`src/rtl/parking_pkg.sv`:
```
// Shared parking-lot types and constants: gate FSM states, default capacity and hold time.
// Also used by the display and fee blocks, so changes here ripple beyond the gate controller.
package parking_pkg;

  typedef enum logic [1:0] {
    IDLE     = 2'd0,
    OPEN_IN  = 2'd1,
    OPEN_OUT = 2'd2,
    HOLD     = 2'd3
  } gate_state_t;

  localparam int DEFAULT_CAPACITY    = 16;
  localparam int OPEN_SEC            = 5;
  localparam int DEFAULT_TIMEOUT_SEC = 30;

endpackage

```
`src/rtl/sync_edge_det.sv`:
```
// 2-FF synchroniser plus registered rising-edge detect; pulse appears 3 clk cycles after the input rises.
// No backpressure: one pulse per input rising edge, regardless of downstream state.
module sync_edge_det (
  input  logic clk,
  input  logic rst,
  input  logic async_in,
  output logic pulse
);

  logic meta;
  logic sync;
  logic sync_d;

  always_ff @(posedge clk or posedge rst) begin
    if (rst) begin
      meta   <= 1'b0;
      sync   <= 1'b0;
      sync_d <= 1'b0;
      pulse  <= 1'b0;
    end else begin
      meta   <= async_in;
      sync   <= meta;
      sync_d <= sync;
      pulse  <= sync & ~sync_d;
    end
  end

endmodule

```
`src/rtl/parking_gate_ctrl.sv`:
```
// Barrier gate FSM with occupancy tracking; gate_open follows a request by one clk_in cycle, no backpressure.
// Optional timeout alarm compiled in with GATE_TIMEOUT_EN.
module parking_gate_ctrl #(
  parameter int CAPACITY    = parking_pkg::DEFAULT_CAPACITY,
  parameter int OPEN_SEC    = parking_pkg::OPEN_SEC,
`ifdef GATE_TIMEOUT_EN
  parameter int TIMEOUT_SEC = parking_pkg::DEFAULT_TIMEOUT_SEC,
`endif
  parameter int CNT_W       = $clog2(CAPACITY + 1)
) (
  input  logic             clk_in,
  input  logic             rst,
  input  logic             sec_clk,
  input  logic             entry_req,
  input  logic             exit_req,
  input  logic             pass_sensor,
  output logic             gate_open,
  output logic [CNT_W-1:0] occupancy,
  output logic             full,
  output logic             alarm
);

  import parking_pkg::*;

  localparam int               HOLD_W    = $clog2(OPEN_SEC + 1);
  localparam logic [HOLD_W-1:0] HOLD_LOAD = HOLD_W'(OPEN_SEC);
  localparam logic [CNT_W-1:0]  CAP_VAL   = CNT_W'(CAPACITY);

  gate_state_t       state;
  logic [HOLD_W-1:0] hold_cnt;
  logic              seen;
  logic              pass_d;
  logic              sec_tick;
  logic              car_clear;
  logic [CNT_W-1:0]  occ_next;

`ifdef GATE_TIMEOUT_EN
  localparam int WAIT_W = $clog2(TIMEOUT_SEC + 1);
  logic [WAIT_W-1:0] wait_cnt;
`else
  assign alarm = 1'b0;
`endif

  sync_edge_det u_sec_sync (
    .clk      (clk_in),
    .rst      (rst),
    .async_in (sec_clk),
    .pulse    (sec_tick)
  );

  // A car counts only once it has been seen under the barrier and then leaves it.
  assign car_clear = seen & pass_d & ~pass_sensor;

  always_comb begin
    occ_next = occupancy;
    if (state == OPEN_IN && occupancy != CAP_VAL) begin
      occ_next = occupancy + 1'b1;
    end else if (state == OPEN_OUT && occupancy != '0) begin
      occ_next = occupancy - 1'b1;
    end
  end

  always_ff @(posedge clk_in or posedge rst) begin
    if (rst) begin
      state     <= IDLE;
      gate_open <= 1'b0;
      occupancy <= '0;
      full      <= 1'b0;
      hold_cnt  <= '0;
      seen      <= 1'b0;
      pass_d    <= 1'b0;
`ifdef GATE_TIMEOUT_EN
      wait_cnt  <= '0;
      alarm     <= 1'b0;
`endif
    end else begin
      pass_d <= pass_sensor;
      case (state)
        IDLE: begin
          seen <= 1'b0;
`ifdef GATE_TIMEOUT_EN
          wait_cnt <= '0;
`endif
          if (exit_req) begin
            state     <= OPEN_OUT;
            gate_open <= 1'b1;
          end else if (entry_req && !full) begin
            state     <= OPEN_IN;
            gate_open <= 1'b1;
          end
        end
        OPEN_IN, OPEN_OUT: begin
          if (pass_sensor) seen <= 1'b1;
          // A clear on the same cycle as a tick wins; the tick is simply dropped.
          if (car_clear) begin
            occupancy <= occ_next;
            full      <= (occ_next == CAP_VAL);
            hold_cnt  <= HOLD_LOAD;
            state     <= HOLD;
`ifdef GATE_TIMEOUT_EN
            alarm     <= 1'b0;
          end else if (!seen && sec_tick) begin
            if (wait_cnt == WAIT_W'(TIMEOUT_SEC - 1)) begin
              alarm    <= 1'b1;
              hold_cnt <= HOLD_LOAD;
              state    <= HOLD;
            end else begin
              wait_cnt <= wait_cnt + 1'b1;
            end
`endif
          end
        end
        HOLD: begin
          if (pass_sensor) begin
            hold_cnt <= HOLD_LOAD;
          end else if (hold_cnt == '0) begin
            state     <= IDLE;
            gate_open <= 1'b0;
          end else if (sec_tick) begin
            hold_cnt <= hold_cnt - 1'b1;
          end
        end
        default: begin
          state     <= IDLE;
          gate_open <= 1'b0;
        end
      endcase
    end
  end

endmodule

```
`config.mk`:
```
export PLATFORM = sky130hd
export DESIGN_NAME = parking_gate_ctrl
export DESIGN_NICKNAME = d
export VERILOG_FILES = /design/src/rtl/parking_pkg.sv /design/src/rtl/sync_edge_det.sv /design/src/rtl/parking_gate_ctrl.sv
export SDC_FILE = /design/constraint.sdc
export NUM_CORES = 1
export LEC_CHECK = 0
export CORE_ASPECT_RATIO = 0.8
export CORE_MARGIN = 10
export CORE_UTILIZATION = 55
export DETAILED_ROUTE_END_ITERATION = 10
export GPL_ROUTABILITY_DRIVEN = 0
export MAX_ROUTING_LAYER = met4
export PLACE_DENSITY = 0.89
export SLEW_MARGIN = 30
export SYNTH_ARGS = -nofsm -noshare
export SYNTH_HDL_FRONTEND = slang
export SYNTH_SLANG_ARGS = --single-unit
export TNS_END_PERCENT = 1
```
`constraint.sdc`:
```
create_clock -name clk_in -period 3.4 [get_ports clk_in]
set_input_delay 0.68 -clock clk_in [delete_from_list [all_inputs] [get_ports clk_in]]
set_output_delay 0.68 -clock clk_in [all_outputs]
set_load 0.01 [all_outputs]
```
==> summary.md <==
| Metric | Value |
|---|---|
| Outcome | `finished clean` |
| Synthesized area | `1110 um2` |
| WHS | `381 ps` |
| Total CTS buffers | `3` |
| Root Driver | `clkbuf_4` |
| Clock tree buffer depth | `2` |
| # fillers | `152` |
| Final non-filler cell total | `152` |
| Post-Syn Instances | `117` |
| Final max-slew violation count | `0` |
| Number of H-tree levels | `1` |
| RR Endpoint | `full$_DFFE_PP0P_` |
| DRC Markers | `0` |
| Vias in the first global route | `853` |
| Clk pin slew, worst setup/hold paths | `100 ps` |
| Fin util | `66.3%` |
| Hold Startpoint | `u_sec_sync.meta$_DFF_PP0_` |
| Setup TNS | `0 ps` |
| Power, Total | `1.01 mW` |
| Placed instance count | `148` |
| Row count | `14` |
| Syn Area/Cell | `9.46 um2` |
| Worst setup EP type | `register` |
| Hold Path Depth | `0` |
| Logic pwr share | `53.4%` |
| Starting Density | `58.5%` |
| Area growth from synthesis to layout | `13.3%` |
| Post-synth net total | `131` |
| Port bufs | `12` |
| Fin nets | `143` |
| First-pass detailed-route iteration total | `4` |
| Post-CTS resize count | `0` |
| Worst setup margin | `1230 ps` |
| Hold worst-path end | `u_sec_sync.sync$_DFF_PP0_` |
| RSZ-0062 raised after global routing | `no` |
| Total track usage | `11.8%` |
| Fin crit period | `2170 ps` |
| Async set-reset flop share out of synthesis | `100%` |
| Synth area leaders | `dfrtp_1 (41%), ha_1 (9.0%), a21oi_1 (5.0%)` |
| Cell-internal power | `0.564 mW` |
| Design area | `1250 um2` |
| Net Sw Power | `0.443 mW` |
| Max frequency | `461 MHz` |
| Top flop regs | `occupancy (5), hold_cnt (3), state (2)` |
| FF-to-FF Start | `state[1]$_DFFE_PP0P_` |
| Avg WL per Cell | `15.0 um` |
| Setup Skew | `3.07 ps` |
| FF-to-FF path depth | `7` |
| Sw frac | `44.0%` |
| Layout cell share with drive strength beyond 1 | `7.81%` |
| Initial antenna violation count | `0` |
| Routed wire length | `2280 um` |
| Crit path launch type | `primary input` |
| Synth area leader | `dfrtp_1` |
| Post-CTS Setup Inserts | `0` |
| Register area share after synthesis | `40.7%` |
| Yosys top cell area share | `40.7%` |
| Worst Setup Path Type | `primary input to register` |
| Number of flops mapped to enable cells by yosys | `0` |
| Worst slack, placed | `951 ps` |
| Via count | `881` |
| Hold Crit Class | `register to register` |
| Congestion Overflow GR | `0` |
| Leak pwr | `0.533 nW` |
| Internal reg-to-reg setup slack | `1450 ps` |
| Vias per cell | `5.80` |
| Post-synthesis cell type count | `39` |
| Clock sink count | `18` |
| Synthesized flop and latch total | `18` |
| Maxcap violations | `0` |
| Maximum vdd ir drop | `0.436 mV` |
| Slew @ Worst Pin | `671 ps` |
| Worst-path fanout max | `11` |
| First-pass GRT wire length | `3950 um` |
| Max_slew headroom | `55.2%` |
| Total die area | `4220 um2` |
| CORE AREA | `1890 um2` |
| CTS tree | `built` |
| Number of top-level pins | `14` |
| Main synth FF type | `dfrtp_1` |
| Drt initial violations | `95` |
| Period utilisation layout | `63.8%` |
| Cts hold-fix bufs | `0` |
| Post-route ant nets | `0` |
| Max reg flops | `5` |
| Pin count of the biggest net entering global routing | `19` |
| Warning count from the yosys run | `0` |
| Power per Cell Area | `802 nW/um2` |
| Die height | `60.1 um` |
| CP Data Arrival Time | `2380 ps` |
| Final setup fails | `0` |
| Worst skew pair latency | `290 ps` |
| # diodes | `0` |
| Placed Area | `1220 um2` |
| Die width | `70.2 um` |
| Reg power frac | `33.7%` |
| Clock Power Share | `13.0%` |
| Largest Register | `occupancy` |
| Final hold vios | `0` |
| Dpl hpwl | `1760 um` |
| WP data required | `3610 ps` |
[critical path: stages]
cell and delay, ps:
clkdlybuf4s50_1 480, nand3b_1 260, or2_1 380, a211oi_1 220, o21ai_0 140, o31ai_2 220
[cell type report]
| cell class | count | area, um2 | area share, % |
|---|---|---|---|
| Clock buffer | 4 | 36.3 | 2.89 |
| Inverter | 10 | 37.5 | 2.99 |
| Multi-Input combinational cell | 84 | 581 | 46.3 |
| Sequential cell | 18 | 450 | 35.9 |
| Tap cell | 24 | 30.0 | 2.39 |
| Timing Repair Buffer | 12 | 120 | 9.57 |
[cell usage after synthesis, types with 2 or more instances]
library cell,n
a211oi_1,2
a21oi_1,11
buf_6,2
dfrtp_1,18
ha_1,8
inv_1,10
mux2i_1,2
nand2_1,11
nand2b_1,5
nor2_1,7
nor2b_1,3
o21a_1,2
o21ai_0,4
o21ai_1,3
o31ai_1,4
xnor2_1,2
[worst max path at each step]
stage                              from                      end  slack, ps  depth (start not counted)
2_1_floorplan               pass_sensor  hold_cnt[2]$_DFFE_PP0P_       1530                          5
3_3_place_gp                pass_sensor  hold_cnt[2]$_DFFE_PP0P_       1030                          5
3_5_place_dp                pass_sensor  hold_cnt[2]$_DFFE_PP0P_        950                          5
4_1_cts        occupancy[3]$_DFFE_PP0P_             occupancy[3]       1260                          1
5_1_grt                     pass_sensor         full$_DFFE_PP0P_       1080                          6
6_report                    pass_sensor         full$_DFFE_PP0P_       1230                          6
[cells by family (layout without fill, tap and decap cells)]
family / count (synthesis) / after routing / share of synthesized area (%)
AO/OA/AOI/OAI: 36 / 36 / 22.4
XOR/XNOR: 3 / 3 / 2.37
adder cells (fa/ha/maj): 8 / 8 / 9.04
buffers and inverters: 15 / 26 / 6.89
flip-flops: 18 / 18 / 40.7
multiplexers: 2 / 2 / 1.81
other: 1 / 1 / 0.339
AND/OR/NAND/NOR: 34 / 34 / 16.5
[cell usage in the layout, fill, tap and decap left out, drive strengths merged, types with 2 or more instances in the layout]
master / instances
clkbuf: 4
nand2b: 5
dfrtp: 18
a21oi: 11
mux2i: 2
clkdlybuf4s50: 12
xnor2: 2
o21ai: 7
o21a: 3
nor2: 7
nand2: 11
inv: 10
ha: 8
o31ai: 5
a211oi: 2
nor2b: 3
[power groups by stage]
stage               combinational [mW]  sequential, mW  clock (mW)
finish                           0.538           0.339       0.130
global route                     0.607           0.347       0.143
global placement                 0.499           0.334           0
CTS                              0.537           0.337       0.132
floorplan                        0.405           0.328           0
detailed placement               0.523           0.343           0
[per-layer routing]
metal	routed length, um	share of wire [%]	track usage, %
met4	73	3.2	6.74
met2	1060	47	17.7
met3	153	6.7	4.47
met5	0	0	-
met1	992	43	13.4
No activity file was read; power rests on OpenSTA's default activity.
==> RTL edit (config.mk and constraints unchanged) <==
Change the package constant `OPEN_SEC` from 5 to 10.
--- a/src/rtl/parking_pkg.sv
+++ b/src/rtl/parking_pkg.sv
@@ -11,5 +11,5 @@
 
   localparam int DEFAULT_CAPACITY    = 16;
-  localparam int OPEN_SEC            = 5;
+  localparam int OPEN_SEC            = 10;
   localparam int DEFAULT_TIMEOUT_SEC = 30;
 
Function: no difference found for any inputs over 10 cycles, from zero or initial values and one cycle with rst high; that may be too few to reach the edited logic, so the function may still have changed.
==> RTL edit against the original RTL <==
Via count rose by 7.8%; sequential cell count rose by 1; total power rose by 3.1%; clock skew fell by 0.0013 ns; area after synthesis rose by 4.4%; setup slack got worse by 0.0062 ns; routed wire length rose by 8.4%; die area rose by 3.0%; design area rose by 3.9%; sequential share of layout area rose by 0.58 points; count of clock-buffer cells in the layout fell by 1; worst hold slack got worse by 0.0060 ns; first-iteration DRC count fell by 58%.
==> RTL edit: results (changes against the original RTL) <==
- Status: completed (unchanged).
- The top cell type's share of synthesized area is 41.1% (was 40.7%).
- The vias per cell is 5.97 (was 5.80).
- The highest cell delay on the worst timing path is 0.61 ns (was 0.48 ns).
- The number of DRC markers after the initial detailed-route iteration is 40 (was 95).
- The worst IR drop on VDD was 0.604 mV (was 0.436 mV).
- The count of cell instances traversed by the critical path is 1 (was 6).
- The total routed wirelength is 2470 µm (was 2280 µm).
- The count of different cell masters after synthesis is 43 (was 39).
- The endpoint of the worst setup timing path is occupancy[2] (was full).
- The wire length of the first global-routing pass is 4280 µm (was 3950 µm).
- The total routing usage reported by global routing is 12.5% (was 11.8%).
- The portion of the post-synthesis area used by sequential elements came to 41.1% (was 40.7%).
- The number of filler instances in the final layout is 145 (was 152).
- The launching instance or port of the critical path is occupancy[2] (was pass_sensor).
- The arrival time at the worst endpoint came to 1.49 ns (was 2.38 ns).
- The share of synthesized area spent on multiplexers is 0% (was 1.81%).
- The actual transition at the worst max-transition pin is 0.716 ns (was 0.671 ns).
- The adder-cell share of the synthesized area was 8.66% (was 9.04%).
- The largest net degree at the start of global routing came to 20 (was 19).
- The compound-cell area share of the yosys netlist is 23.6% (was 22.4%).
- The leakage power is 0.592 nW (was 0.533 nW).
- Top post-synthesis cells by count: 19 x dfrtp_1, 13 x inv_1, 11 x a21oi_1, 11 x nand2_1, 8 x ha_1 (was 18 x dfrtp_1, 11 x a21oi_1, 11 x nand2_1).
- The net load switching power is 0.466 mW (was 0.443 mW).
- The proportion of layout cells with a drive suffix above 1 is 7.41% (was 7.81%).
- The post-layout net count is 150 (was 143).
- Largest registers: occupancy x5, hold_cnt x4, state x2 (was occupancy x5, hold_cnt x3, state x2).
- The XOR/XNOR share of the synthesized area is 2.27% (was 2.37%).
- The launch point of the worst reg-to-reg path is occupancy[0] (was state[1]).
- The number of global-route vias before repair was 963 (was 853).
- The half-perimeter wire length after placement is 1870 µm (was 1760 µm).
- The final clock skew is 0.00178 ns (was 0.00307 ns).
## RTL edit: changes by cell type in the layout (fill, tap and decap cells not counted), sizes merged, moves of 3 or more
| cell | before | now |
|---|---|---|
| nand2b | 5 | 2 |
| nor2 | 7 | 3 |
| a21o | 0 | 3 |
| o31ai | 5 | 2 |
| inv | 10 | 13 |
## RTL edit: metal layers
layer	up-vias	wire length (µm)	GRT usage (%)
li1	455	-	-
met1	463	1110	14.3
met2	28	1200	19.8
met3	4	137	4.89
met4	0	28	3.58
met5	-	0	-
## RTL edit: power by group through the flow
stage          sequential, mW  clock (mW)  combinational [mW]
3_5_place_dp            0.352           0               0.562
4_1_cts                 0.347       0.120               0.571
5_1_grt                 0.355       0.129               0.656
3_3_place_gp            0.345           0               0.538
6_report                0.347       0.117               0.575
2_1_floorplan           0.344           0               0.420
## RTL edit: cell families after synthesis
family / after synthesis
adder cells (fa/ha/maj): 8
XOR/XNOR: 3
flip-flops: 19
buffers and inverters: 17
AND/OR/NAND/NOR: 36
other: 1
AO/OA/AOI/OAI: 39
## RTL edit: stage by stage
step	instances	setup slack [ns]	util, %	cell area, µm²	hold slack [ns]
finish	159	1.23	67.1	1300	0.375
global route	159	1.16	67.1	1300	0.400
CTS	159	1.24	67.1	1300	0.384
detailed placement	155	1.04	65.6	1280	0.357
global placement	155	1.13	65.6	1280	0.342
floorplan	123	1.57	-	1160	0.331
## RTL edit: worst min-delay path by stage
| stage | slack, ns | depth (start not counted) | end | startpoint |
|---|---|---|---|---|
| 2_1_floorplan | 0.33 | 0 | u_sec_sync.sync | u_sec_sync.meta |
| 6_report | 0.37 | 0 | u_sec_sync.sync | u_sec_sync.meta |
| 3_5_place_dp | 0.36 | 0 | u_sec_sync.sync | u_sec_sync.meta |
| 5_1_grt | 0.40 | 0 | u_sec_sync.sync | u_sec_sync.meta |
| 4_1_cts | 0.38 | 0 | u_sec_sync.sync | u_sec_sync.meta |
| 3_3_place_gp | 0.34 | 0 | u_sec_sync.sync | u_sec_sync.meta |
## RTL edit: final cells by class
class	count	area (µm²)	share of cell area (%)
multi-input cells	87	602	46.2
flip-flops and latches	19	475	36.5
repair buffers	12	120	9.21
inverters	13	48.8	3.74
well taps	24	30.0	2.30
clock buffers	3	22.5	1.73
clock inverters	1	5.00	0.384
